**src/rtl/count_sequencer_if.sv**
```systemverilog
// Command and display bundle between the SW/KEY front end and the BCD counter.
// The counter side takes the slave modport.
interface count_sequencer_if;
   logic       start;
   logic       stop;
   logic       clear;
   logic       load;
   logic [7:0] load_val;
   logic       up;
   logic [7:0] target;
   logic [3:0] Q0;
   logic [3:0] Q1;
   logic       tick;
   logic [1:0] state;
   logic       done;

   modport master (output start, stop, clear, load, load_val, up, target,
                   input  Q0, Q1, tick, state, done);
   modport slave  (input  start, stop, clear, load, load_val, up, target,
                   output Q0, Q1, tick, state, done);
endinterface

```
**src/rtl/count_sequencer.sv**
```systemverilog
// Two-digit BCD up/down counter advanced by one shared prescaler tick,
// sequenced by a start/stop/clear/load command FSM with terminal-count detect.
module count_sequencer #(
   parameter int DIV = 50_000_000
) (
   input  logic             CLOCK_50,
   input  logic             reset,
   count_sequencer_if.slave bus
);
   localparam int             PW   = $clog2(DIV);
   localparam logic [PW-1:0]  PMAX = PW'(DIV - 1);

   typedef enum logic [1:0] {IDLE = 2'b00, RUN = 2'b01, PAUSE = 2'b10, DONE = 2'b11} state_t;

   state_t        st;
   logic [PW-1:0] presc;
   logic [3:0]    q0, q1;
   logic [3:0]    n0, n1;
   logic          tick;
   logic          load_ok;

   assign tick    = (st == RUN) && (presc == PMAX);
   assign load_ok = (bus.load_val[7:4] <= 4'd9) && (bus.load_val[3:0] <= 4'd9);

   // Next BCD value with wrap-around in both directions.
   always_comb begin
      n0 = q0;
      n1 = q1;
      if (bus.up) begin
         if (q0 == 4'd9) begin
            n0 = 4'd0;
            n1 = (q1 == 4'd9) ? 4'd0 : q1 + 4'd1;
         end else begin
            n0 = q0 + 4'd1;
         end
      end else begin
         if (q0 == 4'd0) begin
            n0 = 4'd9;
            n1 = (q1 == 4'd0) ? 4'd9 : q1 - 4'd1;
         end else begin
            n0 = q0 - 4'd1;
         end
      end
   end

   always_ff @(posedge CLOCK_50) begin
      if (reset) begin
         st    <= IDLE;
         presc <= '0;
         q0    <= 4'd0;
         q1    <= 4'd0;
      end else if (bus.clear) begin
         st    <= IDLE;
         presc <= '0;
         q0    <= 4'd0;
         q1    <= 4'd0;
      end else if (bus.load && st != RUN) begin
         // An out-of-range nibble leaves everything untouched but still swallows lower commands.
         if (load_ok) begin
            q0    <= bus.load_val[3:0];
            q1    <= bus.load_val[7:4];
            st    <= IDLE;
            presc <= '0;
         end
      end else begin
         if (st == RUN) begin
            presc <= tick ? '0 : presc + 1'b1;
            if (tick) begin
               q0 <= n0;
               q1 <= n1;
            end
         end
         case (st)
            RUN: begin
               if (bus.stop)
                  st <= PAUSE;
               else if (tick && {n1, n0} == bus.target) begin
                  st    <= DONE;
                  presc <= '0;
               end
            end
            IDLE, PAUSE, DONE: if (bus.start) st <= RUN;
            default: st <= IDLE;
         endcase
      end
   end

   assign bus.Q0    = q0;
   assign bus.Q1    = q1;
   assign bus.tick  = tick;
   assign bus.state = st;
   assign bus.done  = (st == DONE);
endmodule

```
**src/flat_wrapper.sv**
```systemverilog
// flat-port wrapper written by rule: the top's interface ports become plain ports
module count_sequencer_flat 
#(
   parameter int DIV = 50_000_000
)
  (CLOCK_50, reset, bus_start, bus_stop, bus_clear, bus_load, bus_load_val, bus_up, bus_target, bus_Q0, bus_Q1, bus_tick, bus_state, bus_done);
  count_sequencer_if bus_i ();
  input  logic CLOCK_50;
  input  logic reset;
  input wire logic [$bits(bus_i.start)-1:0] bus_start;
  input wire logic [$bits(bus_i.stop)-1:0] bus_stop;
  input wire logic [$bits(bus_i.clear)-1:0] bus_clear;
  input wire logic [$bits(bus_i.load)-1:0] bus_load;
  input wire logic [$bits(bus_i.load_val)-1:0] bus_load_val;
  input wire logic [$bits(bus_i.up)-1:0] bus_up;
  input wire logic [$bits(bus_i.target)-1:0] bus_target;
  output wire logic [$bits(bus_i.Q0)-1:0] bus_Q0;
  output wire logic [$bits(bus_i.Q1)-1:0] bus_Q1;
  output wire logic [$bits(bus_i.tick)-1:0] bus_tick;
  output wire logic [$bits(bus_i.state)-1:0] bus_state;
  output wire logic [$bits(bus_i.done)-1:0] bus_done;
  assign bus_i.start = bus_start;
  assign bus_i.stop = bus_stop;
  assign bus_i.clear = bus_clear;
  assign bus_i.load = bus_load;
  assign bus_i.load_val = bus_load_val;
  assign bus_i.up = bus_up;
  assign bus_i.target = bus_target;
  assign bus_Q0 = bus_i.Q0;
  assign bus_Q1 = bus_i.Q1;
  assign bus_tick = bus_i.tick;
  assign bus_state = bus_i.state;
  assign bus_done = bus_i.done;
  count_sequencer #(.DIV(DIV)) u_core (.CLOCK_50(CLOCK_50), .reset(reset), .bus(bus_i));
endmodule
```
**config.mk**
```make
export PLATFORM = sky130hd
export DESIGN_NAME = count_sequencer_flat
export DESIGN_NICKNAME = d
export VERILOG_FILES = /design/src/rtl/count_sequencer_if.sv /design/src/rtl/count_sequencer.sv /design/src/flat_wrapper.sv
export SDC_FILE = /design/constraint.sdc
export NUM_CORES = 1
export LEC_CHECK = 0
export ABC_AREA = 1
export BUFFER_PORTS_ARGS = -buffer_cell sky130_fd_sc_hd__buf_2
export CAP_MARGIN = 25
export CORE_AREA = 2 2 80 82
export DETAILED_ROUTE_END_ITERATION = 10
export DIE_AREA = 0 0 82 84
export GPL_ROUTABILITY_DRIVEN = 0
export PLACE_DENSITY = 0.73
export SKIP_CTS_REPAIR_TIMING = 1
export SYNTH_ARGS = -nofsm -noshare
export SYNTH_HDL_FRONTEND = slang
export SYNTH_SLANG_ARGS = --single-unit
export TNS_END_PERCENT = 20
```
**constraint.sdc**
```tcl
create_clock -name CLOCK_50 -period 3.3 [get_ports CLOCK_50]
set_input_delay 0.66 -clock CLOCK_50 [delete_from_list [all_inputs] [get_ports CLOCK_50]]
set_output_delay 0.66 -clock CLOCK_50 [all_outputs]
set_load 0.01 [all_outputs]
```
==> key figures <==
Critical path
  – Peak fanout along the critical path: 5
  – Slowest cell delay on critical path: 0.41 ns
  – Arrival time of the worst setup path: 1.61 ns
  – Critical Path End Type: output port
  – Worst path top cell family by delay: simple AND/OR/NAND/NOR gates
  – WS Path Type: flip-flop to output port
  – Worst path cell trace: nand2_1, nor3_1, nand4_1, nor2_1, nand3_1, inv_1, buf_2
  – Slowest CP cell: dfxtp_1
  – CP Launch Type: flip-flop
  – WP buf/inv: 2
  – Reg-to-reg setup timing slack: 1.12 ns
  – Worst Path Required: 2.64 ns

Pwr
  – Switching Fraction: 0.299
  – Peak supply drop: 0.000166 V
  – Total power: 0.961 mW
  – Clock power share: 0.338
  – Static leakage: 1.23 nW
  – P_sw: 0.287 mW
  – Flop pwr share: 0.473
  – Internal: 0.674 mW
  – Comb pwr share: 0.189
  – Pwr dens: 322 nW/um^2

Synth
  – Synth async-reset ratio: 0
  – Yosys warning count: 0
  – Share of the yosys chip area belonging to registers: 0.272
  – Top cells by count, synth: nand2_1 (108), nor2_1 (43), inv_1 (39), nand3_1 (39), dfxtp_1 (36)
  – Cell with the most instances after synthesis: nand2_1
  – Synth unique cells: 41
  – Main synth FF type: dfxtp_1
  – Gate Count Post-Synth: 421
  – Cell accounting for the most synthesized area: dfxtp_1
  – Avg Cell Area, Syn: 6.30 sq um
  – Top cell type's share of synthesized area: 0.272
  – Post-synth EDFFs: 0
  – Syn Nets: 451
  – Number of synthesized register bits: 36
  – Mapped Area: 2650 sq um
  – Top cells by area, synth: dfxtp_1 (27%), nand2_1 (15%), nand3_1 (7.4%)

Layout
  – Final net count: 486
  – Area grow syn2layout: 12.3%
  – Diodes inserted: 0
  – Layout cells sized above 1: 0.179
  – Fillcell total: 627
  – Final Cell Area: 2980 sq um

Drt
  – Drt wl/cell: 12.3 um
  – 1st-iter DRT viols: 186
  – Vias: 2858
  – Drt first pass iters: 5
  – DRC errors left: 0
  – Antenna Nets Post-Route: 0
  – Vias per cell: 5.35
  – Final WL: 6570 um

GRT
  – GRT Resource Usage Total: 0.194
  – Vias in the first global route: 2352
  – Gr ovfl total: 0
  – First-pass GRT wire length: 10800 um
  – Largest net degree at the start of global routing: 15
  – Initial antenna violation count: 0

Min path
  – Hold Crit Class: flip-flop to flip-flop

STA
  – Final Hold Fails: 0
  – Min cycle time layout: 2.27 ns
  – Slew Viols, Final: 0
  – Peak Freq: 0.440 GHz
  – Relative slew slack: 0.579
  – Clk_skew: 0.00740 ns
  – Final setup fails: 0
  – Measured slew at the worst slew-check pin: 0.629 ns
  – Part of the cycle the worst path needs: 0.688
  – Setup slack after layout: 1.03 ns
  – TNS Setup: 0 ns
  – RSZ-0062 raised after global routing: no
  – Worst hold margin: 0.484 ns

Die
  – Die width: 82 um
  – Io pins: 35
  – Row Count: 29
  – Core Box Area: 6100 sq um
  – Starting Density: 0.435
  – Die area: 6890 sq um
  – Die H: 84 um

Clocking
  – Clock-pin slew on the worst setup and hold paths: 0.07 ns
  – Worst-Skew Late Latency: 0.29 ns
  – CTS Root Buffer Type: clkbuf_8
  – Maximum clock path buffer count: 2
  – # clock sinks: 36
  – Num CTS Buffers: 5
  – TritonCTS clock tree: yes
  – CTS H-tree lvls: 2

Placed design
  – PortBufs: 34
  – Post-DP HPWL: 5020 um
  – Dpl ws: 1.11 ns
  – Placement Cell Area: 2890 sq um

Flow run
  – Max-cap violations: 0

Run status
  – Status: finished clean
[cell usage in the layout (no fill, tap or decap), types with 2 or more instances in the layout]
master	synthesis	final
nand3_2	4	4
clkbuf_8	0	6
buf_2	2	34
dfxtp_1	36	36
nand2_2	8	8
a21oi_1	32	32
inv_2	9	9
nor2_4	5	5
xor2_1	7	7
nand4_1	12	12
o211ai_1	4	4
nor3_1	9	9
ha_1	7	7
o21ai_1	9	9
a21oi_2	2	2
inv_1	39	39
nor2_1	43	43
nor3b_1	2	2
nor3_2	2	2
nand3b_1	3	3
nor2_2	6	6
nand3_1	39	39
clkbuf_1	3	2
o21ai_0	9	9
nand2_1	108	108
o22ai_1	2	2
a31oi_1	4	4
[logic make-up after synthesis]
kind of cell / count (synthesis) / share of synthesized area
flip-flops: 36 / 0.272
AO/OA/AOI/OAI: 67 / 0.142
buffers and inverters: 57 / 0.0858
adder cells (fa/ha/maj): 7 / 0.0330
AND/OR/NAND/NOR: 246 / 0.441
XOR/XNOR: 8 / 0.0264
[final cells by class]
type                            instances  area [sq um]  share of cell area
Tap cell                               77          96.3              0.0323
Inverter                               50           190              0.0638
Timing Repair Buffer                   35           178              0.0596
Multi-Input combinational cell        328          1710               0.572
Sequential cell                        36           721               0.242
Clock buffer                            8          90.1              0.0302
[registers in the layout (all words and copies together) (netlist names)]
name / flops
u_core.presc: 26
u_core.bus.Q0: 4
u_core.bus.Q1: 4
u_core.bus.state: 2
[worst paths after layout]
path / start / endpoint / depth (start not counted)
max reg2reg: u_core.presc[1] / u_core.presc[7] / 10
min: u_core.presc[14] / u_core.presc[14] / 2
min reg2reg: u_core.presc[14] / u_core.presc[14] / 2
max: u_core.presc[19] / bus_tick / 7
[power groups by stage]
stage	Sequential (mW)	Combinational, mW	Clock (mW)
after floorplan	0.462	0.131	0
after global placement	0.464	0.178	0
after detailed placement	0.464	0.178	0
after CTS	0.454	0.179	0.335
after global routing	0.455	0.204	0.352
final	0.454	0.181	0.325
[layer usage]
| layer | GRT usage | up-vias | wire, um |
|---|---|---|---|
| li1 | - | 1459 | - |
| met1 | 0.275 | 1305 | 3100 |
| met2 | 0.304 | 85 | 2980 |
| met3 | 0.0346 | 9 | 428 |
| met4 | 0.0409 | 0 | 58 |
| met5 | 0 | - | 0 |
[worst reg2reg max path, stage by stage, from the launching register on]
cell and delay (ns):
dfxtp_1 0.36, ha_1 0.20, nand4_1 0.16, nor3_1 0.22
nand3_2 0.17, nand2_4 0.17, inv_4 0.09, nor2_4 0.25
inv_2 0.14, nand2_2 0.21, nor3b_1 0.08
[metrics by stage]
step / util / std cells
detailed placement: 0.474 / 526
CTS: 0.489 / 534
finish: 0.489 / 534
global route: 0.489 / 534
floorplan: - / 421
global placement: 0.474 / 526
No activity file was read; power rests on OpenSTA's default activity.
